File: config.mk
export PLATFORM = sky130hd
export DESIGN_NAME = alu_iter
export DESIGN_NICKNAME = d
export VERILOG_FILES = /design/src/rtl/alu_iter.sv
export SDC_FILE = /design/constraint.sdc
export NUM_CORES = 1
export LEC_CHECK = 0
export ABC_CLOCK_PERIOD_IN_PS = 5700
export BUFFER_PORTS_ARGS = -buffer_cell sky130_fd_sc_hd__buf_2
export CAP_MARGIN = 10
export CELL_PAD_IN_SITES_DETAIL_PLACEMENT = 0
export CELL_PAD_IN_SITES_GLOBAL_PLACEMENT = 1
export CORE_MARGIN = 8
export CORE_UTILIZATION = 46
export DETAILED_ROUTE_END_ITERATION = 8
export PLACE_DENSITY_LB_ADDON = 0.1
export SLEW_MARGIN = 20
export SYNTH_ARGS = -nofsm -noshare
export SYNTH_HDL_FRONTEND = slang
export SYNTH_SLANG_ARGS = --single-unit
File: constraint.sdc
create_clock -name clk -period 5.7 [get_ports clk]
set_input_delay 1.14 -clock clk [delete_from_list [all_inputs] [get_ports clk]]
set_output_delay 1.14 -clock clk [all_outputs]
set_load 0.03 [all_outputs]
File: src/rtl/alu_iter.sv
// Iterative RV32I/RV64I ALU: combinational arithmetic, logic, compare, branch and
// Zba shift-add; shifts advance SHIFT_STEP bits per cycle under start/done.
module alu_iter #(
    parameter int unsigned XLEN       = 32,
    parameter int unsigned SHIFT_STEP = 1,
    parameter bit          SHADD_EN   = 1'b1,
    localparam int unsigned SW        = $clog2(XLEN)
) (
    input  logic            clk,
    input  logic            rst,
    input  logic            start,
    input  logic [XLEN-1:0] src_a,
    input  logic [XLEN-1:0] src_b,
    input  logic [2:0]      f3,
    input  logic            arith_bit,
    input  logic            shadd,
    input  logic            branch,
    output logic [XLEN-1:0] out,
    output logic [SW-1:0]   shamt_out,
    output logic            done
);

    typedef enum logic [1:0] {IDLE, SHIFT, HOLD} state_t;
    typedef enum logic [1:0] {OP_SLL, OP_SRL, OP_SRA} shop_t;

    // One extra bit so a step equal to XLEN is still representable
    localparam logic [SW:0] STEP_W = (SW+1)'(SHIFT_STEP);

    state_t          state;
    shop_t           op;
    logic [XLEN-1:0] acc;
    logic [SW-1:0]   cnt;

    logic [SW-1:0]   shamt;
    logic            shadd_sel;
    logic            is_shift;
    logic            launch;
    shop_t           new_op;
    logic            lt_s;
    logic            lt_u;
    logic            eq;
    logic            taken;
    logic [XLEN-1:0] res;
    logic [SW-1:0]   step;
    logic [SW-1:0]   cnt_nxt;
    logic [XLEN-1:0] acc_sh;

    // Op decode: branch beats shift-add, shift-add beats plain funct3
    always_comb begin
        shamt     = src_b[SW-1:0];
        shadd_sel = SHADD_EN && shadd && (f3 == 3'b010 || f3 == 3'b100 || f3 == 3'b110);
        is_shift  = !branch && !shadd_sel && (f3 == 3'b001 || f3 == 3'b101);
        launch    = start && is_shift && (shamt != '0);
        new_op    = (f3 == 3'b001) ? OP_SLL : (arith_bit ? OP_SRA : OP_SRL);
        lt_s      = $signed(src_a) < $signed(src_b);
        lt_u      = src_a < src_b;
        eq        = src_a == src_b;
    end

    // Combinational result for everything except a running shift
    always_comb begin
        res   = src_a;
        taken = 1'b0;
        if (branch) begin
            case (f3)
                3'b000:  taken = eq;
                3'b001:  taken = !eq;
                3'b100:  taken = lt_s;
                3'b101:  taken = !lt_s;
                3'b110:  taken = lt_u;
                3'b111:  taken = !lt_u;
                default: taken = 1'b0;
            endcase
            res = {{(XLEN-1){1'b0}}, taken};
        end else if (shadd_sel) begin
            case (f3)
                3'b010:  res = (src_a << 1) + src_b;
                3'b100:  res = (src_a << 2) + src_b;
                default: res = (src_a << 3) + src_b;
            endcase
        end else begin
            case (f3)
                3'b000:  res = arith_bit ? (src_a - src_b) : (src_a + src_b);
                3'b010:  res = {{(XLEN-1){1'b0}}, lt_s};
                3'b011:  res = {{(XLEN-1){1'b0}}, lt_u};
                3'b100:  res = src_a ^ src_b;
                3'b110:  res = src_a | src_b;
                3'b111:  res = src_a & src_b;
                default: res = src_a;
            endcase
        end
    end

    // One shift iteration: the last step may be shorter than SHIFT_STEP
    always_comb begin
        step    = ({1'b0, cnt} < STEP_W) ? cnt : STEP_W[SW-1:0];
        cnt_nxt = cnt - step;
        case (op)
            OP_SLL:  acc_sh = acc << step;
            OP_SRA:  acc_sh = $signed(acc) >>> step;
            default: acc_sh = acc >> step;
        endcase
    end

    always_comb begin
        out       = res;
        done      = 1'b1;
        shamt_out = '0;
        case (state)
            SHIFT: begin
                out       = acc;
                done      = 1'b0;
                shamt_out = cnt;
            end
            HOLD: begin
                out  = start ? res : acc;
                done = !launch;
            end
            default: done = !launch;
        endcase
        if (rst) begin
            done      = 1'b1;
            shamt_out = '0;
        end
    end

    always_ff @(posedge clk) begin
        if (rst) begin
            state <= IDLE;
            acc   <= '0;
            cnt   <= '0;
            op    <= OP_SLL;
        end else begin
            case (state)
                IDLE, HOLD: begin
                    if (launch) begin
                        acc   <= src_a;
                        cnt   <= shamt;
                        op    <= new_op;
                        state <= SHIFT;
                    end else if (start) begin
                        state <= IDLE;
                    end
                end
                SHIFT: begin
                    acc <= acc_sh;
                    cnt <= cnt_nxt;
                    if (cnt_nxt == '0) begin
                        state <= HOLD;
                    end
                end
                default: state <= IDLE;
            endcase
        end
    end

endmodule

==> metrics.txt <==
Area growth syn-to-layout 15.5%; Syn Std Cell Area 13400 sq um; fillers 3000; vias per cell 6.65; Max Freq around 180 MHz; largest net degree at the start of global routing 80; RSZ-0062 raised after global routing yes; Slew Limit Fails 0; dpl hpwl around 48000 um; Pre-antenna DRT Iters 6; layout cells sized above 1 15.6%; Crit. End Element output pin; synth top area cells ha_1, a21oi_1, dfxtp_1, nand2_1, o21ai_0; GP Congestion 1.01; sequential area share after synthesis 6.11%; Wirelength per Cell 24.2 um; Worst-Skew Late Latency 0.30 ns; CP cell instances buf_2, buf_4, ha_1, a211oi_1, o21ai_0, nand3_1, a21oi_1, a21o_1, a221oi_1, buf_4, o41ai_1, xor2_1, a221oi_1, buf_4, a31oi_1, buf_2; fin crit share between 90% and 100%; WP data arrival between 4 and 5 ns; Via Count 16700; die area 34900 sq um; vias in the first global route 15800; Post-synth EDFFs 0; worst hold path class flop to flop; synth warn 0; Initial Util between 40% and 50%; Bufs on Longest Clock Path 2; Nets 2393; H-tree depth 2; CP max stage delay 0.36 ns; critical path class input pin to output pin; final WL approximately 60000 um; Congestion Overflow GR 0; DRC viols 0; Post-synth ARST share 0%; mean post-synth cell area 6.77 sq um; Synthesized Nets ~2300; Max-slew headroom 32.2%; Crit path required time ~4.6 ns; Synth area leader ha_1; initial DRC count between 2000 and 2500; Syn Inst Count 1983; I/O Pins 111; Root Driver clkbuf_16; Final setup viols 0; clk_skew roughly 0.0041 ns; Core Area 28700 sq um; final hold vios 0; global-route wire length before repair 92500 um; total chip power 2.32 mW; final setup TNS 0 ns; CP startpoint kind input pin; port bufs 110; Max VDD drop 0.125 mV; # Max-Cap Violations 0; CP max FO 5; Routed Antenna Nets 0; Synth top area share roughly 18%; Antenna diodes 0; status finished, final reports clean; count of different cell masters after synthesis 88; power density cells 150 nW/um^2; CTS tree done; initial antenna violation count 0; main flop type after synthesis dfxtp_1; Die Height 187 um; clock sinks just over 40; FF+latch count, synth a little over 40; GRT Overall Usage 32.8%; CP max stage cell a211oi_1; row count between 60 and 70; die width 187 um; Worst Max-Slew Pin Slew 1.02 ns; Top cell by count, worst path buf_4; total CTS buffers 5; clock-pin slew on the worst setup and hold paths 0.06 ns; Lkg Pwr 6.89 nW; clock period minus worst slack 5.65 ns; hold slack final 0.497 ns
stage by stage:
step,std cells,area (sq um),utilization [%],setup WS (ns)
2_1_floorplan,1983,13400,-,0.350
6_report,2511,15500,54.0,0.0480
3_5_place_dp,2495,15100,52.5,-0.0572
4_1_cts,2503,15200,53.1,0.00497
3_3_place_gp,2495,15100,52.5,-0.00630
5_1_grt,2511,15500,54.0,-0.0386
cells in the mapped netlist, types with 34 or more instances:
| library cell | number |
|---|---|
| nand2_1 | 209 |
| o221ai_1 | 45 |
| ha_1 | 189 |
| nor2_1 | 136 |
| o22ai_1 | 34 |
| a21o_1 | 57 |
| a21oi_1 | 211 |
| xnor2_1 | 62 |
| inv_1 | 120 |
| dfxtp_1 | 41 |
| xor2_1 | 39 |
| nand2b_1 | 48 |
| clkbuf_1 | 93 |
| o21ai_0 | 142 |
| nor3_1 | 43 |
registers in the layout, indices dropped and copies added, names as in the netlist:
register / count
cnt: 5
state: 2
acc: 32
op: 2
cells in the final DEF, fill, tap and decap left out, types with 8 or more instances in the layout:
| cell | count |
|---|---|
| o21a_1 | 10 |
| nor4_1 | 11 |
| a221oi_1 | 19 |
| xnor2_1 | 62 |
| xor2_1 | 39 |
| buf_2 | 101 |
| a311oi_1 | 33 |
| o21ai_0 | 140 |
| o21bai_1 | 23 |
| nand2b_1 | 48 |
| o211ai_1 | 22 |
| o221ai_1 | 45 |
| or3_1 | 8 |
| dfxtp_1 | 41 |
| o22ai_1 | 33 |
| nor2b_1 | 10 |
| a21oi_1 | 208 |
| nand4_1 | 17 |
| ha_1 | 183 |
| a211o_1 | 10 |
| a31oi_1 | 19 |
| a211oi_1 | 29 |
| o31ai_1 | 18 |
| nor3_1 | 40 |
| a32o_1 | 11 |
| a21o_1 | 57 |
| inv_1 | 120 |
| o2111ai_1 | 8 |
| a22oi_1 | 23 |
| and2_1 | 12 |
| nand3_1 | 33 |
| buf_4 | 148 |
| nor2_1 | 133 |
| nand2_1 | 209 |
| and3_1 | 20 |
final timing paths:
path	slack, ns	cells past startpoint	start	endpoint
worst max register to register	3.25	7	cnt[1]	acc[5]
worst max-delay path	0.05	16	src_a[1]	out[29]
worst min register to register	0.50	2	op[0]	op[0]
worst min-delay path	0.50	2	op[0]	op[0]
critical path, delay by kind of cell:
| kind | cells | cell delay [ns] |
|---|---|---|
| XOR/XNOR | 1 | 0.17 |
| buffers and inverters | 5 | 0.96 |
| AO/OA/AOI/OAI | 8 | 1.73 |
| AND/OR/NAND/NOR | 1 | 0.21 |
| adder cells (fa/ha/maj) | 1 | 0.31 |
kinds of logic after synthesis:
logic type / count (synthesis) / synth area share [%]
AO/OA/AOI/OAI: 808 / 40.6
AND/OR/NAND/NOR: 583 / 20.4
buffers and inverters: 245 / 7.01
adder cells (fa/ha/maj): 194 / 18.4
XOR/XNOR: 101 / 6.59
flip-flops: 41 / 6.11
multiplexers: 11 / 0.857
routing by layer:
metal	global-route usage, %	wire (um)	share of wire [%]
met4	9.80	1690	2.8
met2	48.2	25000	41
met5	0	0	0
met1	45.5	26900	44
met3	9.23	7140	12
power by group:
part           internal [mW]  switching (mW)  leakage, nW  total, mW
registers              0.298          0.0189        0.333      0.317
logic                  0.627            1.04         6.47       1.66
clock network          0.208           0.132       0.0800      0.340
final cells by class:
| cell class | instances | area (sq um) | area share [%] |
|---|---|---|---|
| repair buffers | 255 | 1690 | 10.9 |
| inverters | 126 | 473 | 3.05 |
| flip-flops and latches | 41 | 821 | 5.29 |
| well taps | 384 | 480 | 3.10 |
| multi-input cells | 1697 | 11900 | 76.6 |
| clock buffers | 5 | 125 | 0.807 |
| clock inverters | 3 | 46.3 | 0.299 |
what timing repair did:
item / CTS / global route
buffers inserted: 0 / 8
setup endpoints to repair: 3 / 18
hold buffers: 0 / 0
gates resized for setup: 3 / 48
pin swaps: 1 / 14
Note: power is estimated with default switching activity, not from simulation.
